[src/rtl/bnn_weight_streamer_if.sv]
// Bus between the host-side stimulus (master) and the weight streamer (slave).
// Serial input handshake: a bit moves on a rising edge where ser_valid and ser_ready are both 1.
interface bnn_weight_streamer_if #(
  parameter int NUM_WEIGHTS = 6,
  parameter int IDX_W       = 3
);
  logic                   start;
  logic                   abort;
  logic                   ser_data;
  logic                   ser_valid;
  logic                   ser_ready;
  logic                   load_en;
  logic [NUM_WEIGHTS-1:0] weight_out;
  logic [IDX_W-1:0]       word_idx;
  logic                   busy;
  logic                   done;
  logic [1:0]             state_dbg;

  modport master (
    output start, abort, ser_data, ser_valid,
    input  ser_ready, load_en, weight_out, word_idx, busy, done, state_dbg
  );

  modport slave (
    input  start, abort, ser_data, ser_valid,
    output ser_ready, load_en, weight_out, word_idx, busy, done, state_dbg
  );
endinterface

[src/rtl/bnn_weight_streamer.sv]
// Assembles bit-serial weights MSB-first into NUM_WEIGHTS-bit words and strobes
// each one into the BNN core, NUM_NEURONS words per load sequence.
module bnn_weight_streamer #(
  parameter int NUM_NEURONS = 4,
  parameter int NUM_WEIGHTS = 6,
  parameter int IDX_W       = 3
) (
  input  logic                   clk,
  input  logic                   reset,
  bnn_weight_streamer_if.slave   bus
);
  localparam int CNT_W = $clog2(NUM_WEIGHTS + 1);
  localparam logic [CNT_W-1:0] LAST_BIT = CNT_W'(NUM_WEIGHTS - 1);
  localparam logic [IDX_W-1:0] LAST_IDX = IDX_W'(NUM_NEURONS - 1);

  typedef enum logic [1:0] {IDLE = 2'd0, SHIFT = 2'd1, EMIT = 2'd2, DONE = 2'd3} state_t;

  state_t                 state_q, state_d;
  // Only the bits already received are kept; the final bit joins them directly.
  logic [NUM_WEIGHTS-2:0] shreg_q, shreg_d;
  logic [CNT_W-1:0]       cnt_q, cnt_d;
  logic [IDX_W-1:0]       idx_q, idx_d;
  logic [NUM_WEIGHTS-1:0] weight_q, weight_d;
  logic                   load_en_q, load_en_d;
  logic                   busy_q, busy_d;
  logic                   done_q, done_d;
  logic                   ready_q, ready_d;
  logic                   accept;

  assign accept = ready_q && bus.ser_valid;

  always_comb begin
    state_d  = state_q;
    shreg_d  = shreg_q;
    cnt_d    = cnt_q;
    idx_d    = idx_q;
    weight_d = weight_q;
    case (state_q)
      IDLE: begin
        if (bus.start && !bus.abort) begin
          state_d = SHIFT;
          idx_d   = '0;
          cnt_d   = '0;
        end
      end
      SHIFT: begin
        // abort outranks a coinciding final bit, so that word is never strobed
        if (bus.abort) begin
          state_d = IDLE;
          idx_d   = '0;
          cnt_d   = '0;
        end else if (accept) begin
          shreg_d = {shreg_q[NUM_WEIGHTS-3:0], bus.ser_data};
          cnt_d   = cnt_q + 1'b1;
          if (cnt_q == LAST_BIT) begin
            state_d  = EMIT;
            weight_d = {shreg_q, bus.ser_data};
          end
        end
      end
      EMIT: begin
        if (bus.abort) begin
          state_d = IDLE;
          idx_d   = '0;
          cnt_d   = '0;
        end else if (idx_q == LAST_IDX) begin
          state_d = DONE;
        end else begin
          state_d = SHIFT;
          idx_d   = idx_q + 1'b1;
          cnt_d   = '0;
        end
      end
      DONE:    state_d = IDLE;
      default: state_d = IDLE;
    endcase
    // Outputs are registered decodes of the state being entered.
    load_en_d = (state_d == EMIT);
    busy_d    = (state_d == SHIFT) || (state_d == EMIT);
    done_d    = (state_d == DONE);
    ready_d   = (state_d == SHIFT);
  end

  always_ff @(posedge clk or posedge reset) begin
    if (reset) begin
      state_q   <= IDLE;
      shreg_q   <= '0;
      cnt_q     <= '0;
      idx_q     <= '0;
      weight_q  <= '0;
      load_en_q <= 1'b0;
      busy_q    <= 1'b0;
      done_q    <= 1'b0;
      ready_q   <= 1'b0;
    end else begin
      state_q   <= state_d;
      shreg_q   <= shreg_d;
      cnt_q     <= cnt_d;
      idx_q     <= idx_d;
      weight_q  <= weight_d;
      load_en_q <= load_en_d;
      busy_q    <= busy_d;
      done_q    <= done_d;
      ready_q   <= ready_d;
    end
  end

  assign bus.ser_ready  = ready_q;
  assign bus.load_en    = load_en_q;
  assign bus.weight_out = weight_q;
  assign bus.word_idx   = idx_q;
  assign bus.busy       = busy_q;
  assign bus.done       = done_q;
  assign bus.state_dbg  = state_q;
endmodule

[src/flat_wrapper.sv]
// flat-port wrapper written by rule: the top's interface ports become plain ports
module bnn_weight_streamer_flat 
#(
  parameter int NUM_NEURONS = 4,
  parameter int NUM_WEIGHTS = 6,
  parameter int IDX_W       = 3
)
  (clk, reset, bus_start, bus_abort, bus_ser_data, bus_ser_valid, bus_ser_ready, bus_load_en, bus_weight_out, bus_word_idx, bus_busy, bus_done, bus_state_dbg);
  bnn_weight_streamer_if #(.NUM_WEIGHTS(NUM_WEIGHTS), .IDX_W(IDX_W)) bus_i ();
  input  logic clk;
  input  logic reset;
  input wire logic [$bits(bus_i.start)-1:0] bus_start;
  input wire logic [$bits(bus_i.abort)-1:0] bus_abort;
  input wire logic [$bits(bus_i.ser_data)-1:0] bus_ser_data;
  input wire logic [$bits(bus_i.ser_valid)-1:0] bus_ser_valid;
  output wire logic [$bits(bus_i.ser_ready)-1:0] bus_ser_ready;
  output wire logic [$bits(bus_i.load_en)-1:0] bus_load_en;
  output wire logic [$bits(bus_i.weight_out)-1:0] bus_weight_out;
  output wire logic [$bits(bus_i.word_idx)-1:0] bus_word_idx;
  output wire logic [$bits(bus_i.busy)-1:0] bus_busy;
  output wire logic [$bits(bus_i.done)-1:0] bus_done;
  output wire logic [$bits(bus_i.state_dbg)-1:0] bus_state_dbg;
  assign bus_i.start = bus_start;
  assign bus_i.abort = bus_abort;
  assign bus_i.ser_data = bus_ser_data;
  assign bus_i.ser_valid = bus_ser_valid;
  assign bus_ser_ready = bus_i.ser_ready;
  assign bus_load_en = bus_i.load_en;
  assign bus_weight_out = bus_i.weight_out;
  assign bus_word_idx = bus_i.word_idx;
  assign bus_busy = bus_i.busy;
  assign bus_done = bus_i.done;
  assign bus_state_dbg = bus_i.state_dbg;
  bnn_weight_streamer #(.NUM_NEURONS(NUM_NEURONS), .NUM_WEIGHTS(NUM_WEIGHTS), .IDX_W(IDX_W)) u_core (.clk(clk), .reset(reset), .bus(bus_i));
endmodule
[config.mk]
export PLATFORM = sky130hd
export DESIGN_NAME = bnn_weight_streamer_flat
export DESIGN_NICKNAME = d
export VERILOG_FILES = /design/src/rtl/bnn_weight_streamer_if.sv /design/src/rtl/bnn_weight_streamer.sv /design/src/flat_wrapper.sv
export SDC_FILE = /design/constraint.sdc
export NUM_CORES = 1
export LEC_CHECK = 0
export ABC_AREA = 1
export CELL_PAD_IN_SITES_DETAIL_PLACEMENT = 0
export CELL_PAD_IN_SITES_GLOBAL_PLACEMENT = 2
export CORE_MARGIN = 8
export CORE_UTILIZATION = 30
export CTS_CLUSTER_DIAMETER = 30
export DETAILED_ROUTE_END_ITERATION = 6
export PLACE_DENSITY = 0.75
export SYNTH_ARGS = -nofsm -noshare
export SYNTH_HDL_FRONTEND = slang
export SYNTH_SLANG_ARGS = --single-unit
[constraint.sdc]
create_clock -name clk -period 1.79 [get_ports clk]
set_clock_uncertainty 0.15 [all_clocks]
set_input_delay 0.358 -clock clk [delete_from_list [all_inputs] [get_ports clk]]
set_output_delay 0.358 -clock clk [all_outputs]
set_load 0.01 [all_outputs]
=== Yosys cells after proc, flatten, opt, wreduce, memory -nomap -nowiden ===
Index checks and enable logic that the tools add are counted.

* $add $sub $neg: 2
* Multipliers: 0
* Divide/modulo/power cells: 0
* Order comparisons: 0
* Equal/unequal tests: 12
* Shift operators: 0
* Muxes and demuxes: 17
* Bitwise logic cells: 1
* Reductions and logical operators: 10

{| class="wikitable"
|+ Operators with widths
! kind !! number
|-
| 3-bit 2-to-1 mux || 8
|-
| 3-bit one-hot mux with 3 select lines || 2
|-
| 2-bit 2-to-1 mux || 6
|-
| 4-bit AND reduction || 3
|-
| 2-bit equality test (second input constant) || 4
|-
| 2-bit one-hot mux with 4 select lines || 1
|-
| 3-bit by 1-bit adder with 3-bit output (second input constant) || 2
|-
| 2-bit by 1-bit equality test with 1-bit output (second input constant) || 2
|-
| 3-bit by 2-bit equality test with 1-bit output (second input constant) || 1
|-
| 3-bit equality test (second input constant) || 1
|-
| 3-bit by 2-bit inequality test with 1-bit output (second input constant) || 1
|-
| 3-bit inequality test (second input constant) || 1
|-
| 3-bit AND reduction || 1
|-
| 3-bit nonzero test || 1
|-
| 1-bit logical AND || 2
|-
| 2-bit logical NOT || 1
|-
| 2-bit by 1-bit inequality test with 1-bit output (second input constant) || 1
|-
| 2-bit inequality test (second input constant) || 1
|-
| 1-bit logical NOT || 1
|-
| 1-bit logical OR || 1
|-
| 1-bit inverter || 1
|}

* Flip-flop bits (word level): 23
* Bits in latches: 0
* Bits in writable memories: 0
* ROM bits: 0
* Input bits: 6
* Output and inout bits: 15
* Logic and storage cells: 51
* Memories: 0

=== Depth between registers and ports, before layout ===
* Word-level depth: 7
* Mapped depth: 11
* Mapped depth without buffers: 11

=== Least setup slack after synthesis ===
Ideal clock, no wire load.

* Path kind: reg2reg
* From: reg u_core.cnt_q[1]
* To: reg u_core.busy_q, in the netlist u_core.bus.busy
* Arrival time: 1379 ps
* Slack: 148 ps
* Cell stages (with the launch flop): 11
* Buffers on the path: 1
* Path through: dfrtp_1 -> inv_1 -> ha_1 -> nand2_1 -> nor2_2 -> nand4_2 -> buf_6 -> nand2_2 -> inv_2 -> ha_1 -> inv_1

* Longest elaborated chain between the ends: 7
* Elaborated cells between the ends (all ways): 8
* Classes of those cells: eq/ne: 3; mux: 4; reduce/logical: 1

{| class="wikitable"
|+ Ends and longest elaborated chain
! element !! line !! RTL
|-
| start: declaration || bnn_weight_streamer.sv:21 || <nowiki>logic [CNT_W-1:0] cnt_q, cnt_d;</nowiki>
|-
| start signal: assignment || bnn_weight_streamer.sv:98 || <nowiki>cnt_q <= cnt_d;</nowiki>
|-
| 3-bit equality test * || bnn_weight_streamer.sv:55 || <nowiki>if (cnt_q == LAST_BIT) begin</nowiki>
|-
| 2-bit 2-to-1 mux * || bnn_weight_streamer.sv:55 ||
|-
| 2-bit 2-to-1 mux * || bnn_weight_streamer.sv:52 || <nowiki>end else if (accept) begin</nowiki>
|-
| 2-bit 2-to-1 mux * || bnn_weight_streamer.sv:48 || <nowiki>if (bus.abort) begin</nowiki>
|-
| 2-bit one-hot mux with 4 select lines * || bnn_weight_streamer.sv:38 || <nowiki>case (state_q)</nowiki>
|-
| net u_core.state_d[1] || bnn_weight_streamer.sv:18 || <nowiki>state_t state_q, state_d;</nowiki>
|-
| 2-bit by 1-bit equality test with 1-bit output or 2-bit equality test (tied branches) || bnn_weight_streamer.sv:79 || <nowiki>busy_d = (state_d == SHIFT) || (state_d == EMIT);</nowiki>
|-
| 1-bit logical OR * || bnn_weight_streamer.sv:79 ||
|-
| net u_core.busy_d || bnn_weight_streamer.sv:25 || <nowiki>logic busy_q, busy_d;</nowiki>
|-
| end signal: assignment || bnn_weight_streamer.sv:102 || <nowiki>busy_q <= busy_d;</nowiki>
|-
| end: declaration || bnn_weight_streamer.sv:25 ||
|}

The timed path passes the listed nets; every way through them passes the cells marked *.
A chain may end at the register's enable or synchronous reset.

=== Final worst setup path ===
* From: reg u_core.idx_q[0], in the netlist u_core.bus.word_idx[0]
* To: out bus_word_idx[0]

{| class="wikitable"
|+ RTL lines
! element !! line !! RTL
|-
| start: declaration || bnn_weight_streamer.sv:22 || <nowiki>logic [IDX_W-1:0] idx_q, idx_d;</nowiki>
|-
| start signal: assignment || bnn_weight_streamer.sv:99 || <nowiki>idx_q <= idx_d;</nowiki>
|-
| end: declaration || flat_wrapper.sv:19 || <nowiki>output wire logic [$bits(bus_i.word_idx)-1:0] bus_word_idx;</nowiki>
|}

No word-level cell between the ends.

==> results.txt <==
final RePlAce weighted congestion -> 0.722
main flop type after synthesis -> dfrtp_1
Worst Path Buf+Inv -> 1
syn nets -> 139
DIE AREA -> 0.00601 mm²
Die Wd -> 77.5 µm
Clk pin slew, worst setup/hold paths -> 0.09 ns
clock power share -> 21.0%
GRT Total Usage -> 8.44%
Slew @ Worst Pin -> 0.296 ns
kind of cell adding the most delay to the critical path -> buffers and inverters
CTS Buffer Depth -> 2
grt ovf -> 0
final std cells w/o fill -> 212
synth-to-layout area growth -> 40.2%
n_diodes -> 0
via count -> 896
Initial Utilization -> 31.0%
Place WS -> -0.177 ns
switching share of power -> 34.9%
largest stage delay on the critical path -> 0.55 ns
setup_tns -> 0 ns
CORE AREA -> 0.00366 mm²
placed insts -> 204
layout cells sized above 1 -> 29.9%
DPL Wire Length -> 1800 µm
Min Hold Slack -> 0.268 ns
Worst Path Max Fanout -> 3
PortBufs -> 20
global-route wire length before repair -> 4140 µm
most frequent cells in the layout -> nand2_1, dfrtp_1, clkdlybuf4s50_1
logic gate share of total power -> 35.8%
DR iter-0 viols -> 52
CP max stage cell -> clkdlybuf4s50_1
sequential share of the synthesized area -> 50.7%
syn avg cell area -> 9.01 µm²
die height -> 77.5 µm
Row Count -> 22
vias in the first global route -> 896
nets -> 178
Hold Crit Class -> primary input to async pin
async set-reset flop share out of synthesis -> 100%
unrepaired setup endpoints after global routing -> true
minimum clock period -> 1.71 ns
Seq pwr share -> 43.2%
max-slew violations -> 0
VDD IR max -> 560 µV
commonest non-fill, non-tap cell in the layout -> nand2_1
NetSw -> 558 µW
Via density -> 4.23
Synth Cell Area -> 0.00113 mm²
CTS tree -> done
worst setup slack after layout -> 0.0769 ns
Cell Pwr Density -> 1010 mW/mm²
run status -> finished, final reports clean
CP Cell Sequence -> clkdlybuf4s50_1
routed len/inst -> 11.6 µm
# DRC -> 0
Worst Path Required -> 1.28 ns
endpoints failing setup -> 0
leak pwr -> 0.000816 µW
Crit. End Element -> output pin
Pre-antenna DRT Iters -> 4
FF+latch count, synth -> 23
period utilisation layout -> 95.7%
CTS sink cnt -> 23
H-tree levels -> 1
f_max -> 584 MHz
dpl cell area -> 0.00147 mm²
startpoint types -> flop
critical path type -> flop to output pin
MaxCap Viol Count -> 0
CTS Root Cell -> clkbuf_8
initial antenna violation count -> 0
Post-DRT Antenna Nets -> 0
Clock Latency Late Sink -> 0.27 ns
Cells after Synth -> 126
Hold Vio Cnt, Final -> 0
total CTS buffers -> 3
Data arrival, critical path -> 1.21 ns
overall routed net length -> 2460 µm
I/O pin cnt -> 21
largest net degree at the start of global routing -> 24
Relative slew margins -> 80.3%
Final Cell Area -> 0.00159 mm²
post-synth cell types -> 21
Internal Power -> 1040 µW
Ys Warns -> 0
Post-synth EDFFs -> 0
layout make-up:
| class | instances | area [µm²] |
|---|---|---|
| flip-flops and latches | 23 | 577 |
| clock buffers | 3 | 41.3 |
| multi-input cells | 79 | 503 |
| repair buffers | 36 | 323 |
| inverters | 22 | 82.6 |
| clock inverters | 1 | 5.00 |
| fillers | 369 | 2070 |
| well taps | 48 | 60.1 |
routing by layer:
metal  GRT usage [%]  routed length (µm)  up-vias
met5               0                   0        -
met4            4.53                  50        0
met3            1.96                  86        4
met2            13.8                1210       13
met1            10.0                1110      411
li1                -                   -      468
flip-flops by register name (all words and copies together) (netlist names):
name / count
u_core.bus.busy: 1
u_core.shreg_q: 5
u_core.bus.state_dbg: 2
u_core.bus.word_idx: 3
u_core.bus.ser_ready: 1
u_core.cnt_q: 3
u_core.bus.done: 1
u_core.bus.load_en: 1
u_core.bus.weight_out: 6
worst paths after layout:
path | slack, ns | endpoint | start | depth (start not counted)
worst min register to register | 0.33 | u_core.bus.weight_out[3] | u_core.bus.weight_out[3] | 2
worst min-delay path | 0.27 | u_core.bus.ser_ready | reset | 3
worst max register to register | 0.08 | u_core.bus.busy | u_core.cnt_q[1] | 11
max in group asynchronous | 0.98 | u_core.bus.state_dbg[0] | reset | 3
worst max-delay path | 0.08 | bus_word_idx[0] | u_core.bus.word_idx[0] | 1
min in group clk | 0.33 | u_core.bus.weight_out[3] | u_core.bus.weight_out[3] | 2
metrics by stage:
| step | utilization [%] | power [µW] |
|---|---|---|
| 5_1_grt | 43.5 | 1730 |
| 4_1_cts | 41.6 | 1570 |
| 3_5_place_dp | 40.1 | 1200 |
| 6_report | 43.5 | 1600 |
| 2_1_floorplan | - | 992 |
| 3_3_place_gp | 40.1 | 1200 |
power groups by stage:
stage / Clock [µW] / Combinational, µW / Sequential (µW)
floorplan: 0 / 294 / 699
global placement: 0 / 489 / 711
detailed placement: 0 / 486 / 719
CTS: 352 / 523 / 693
global route: 374 / 653 / 708
finish: 335 / 573 / 692
cell usage after synthesis (2+ instances only):
master | instances | area share, %
nand2_1 | 31 | 10
dfrtp_1 | 23 | 51
inv_1 | 19 | 6.3
nor2_1 | 10 | 3.3
ha_1 | 7 | 7.7
nand3_1 | 6 | 2.6
o21ai_0 | 5 | 2.2
o21ai_2 | 5 | 3.9
inv_2 | 3 | 0.99
nand2_2 | 2 | 1.1
nand4_1 | 2 | 1.1
nor2_2 | 2 | 1.1
o21ai_1 | 2 | 0.88
or2_2 | 2 | 1.1
kinds of logic (layout without fill, tap and decap cells):
family | Yosys count | after routing | share of synthesized area (%)
and+or+nand+nor | 59 | 59 | 24.7
buffers and inverters | 24 | 62 | 8.93
DFF | 23 | 23 | 50.7
AOI/OAI and AO/OA | 13 | 13 | 7.94
adders and majority gates | 7 | 7 | 7.72
what timing repair did:
action / 4_1_cts / 5_1_grt
hold buffers: 0 / 0
resized for setup: 1 / 13
buffers inserted: 1 / 3
pin swaps: 0 / 6
hold endpoints to repair: 0 / 0
setup endpoints to repair: 1 / 10
(Power assumes the default switching activity.)
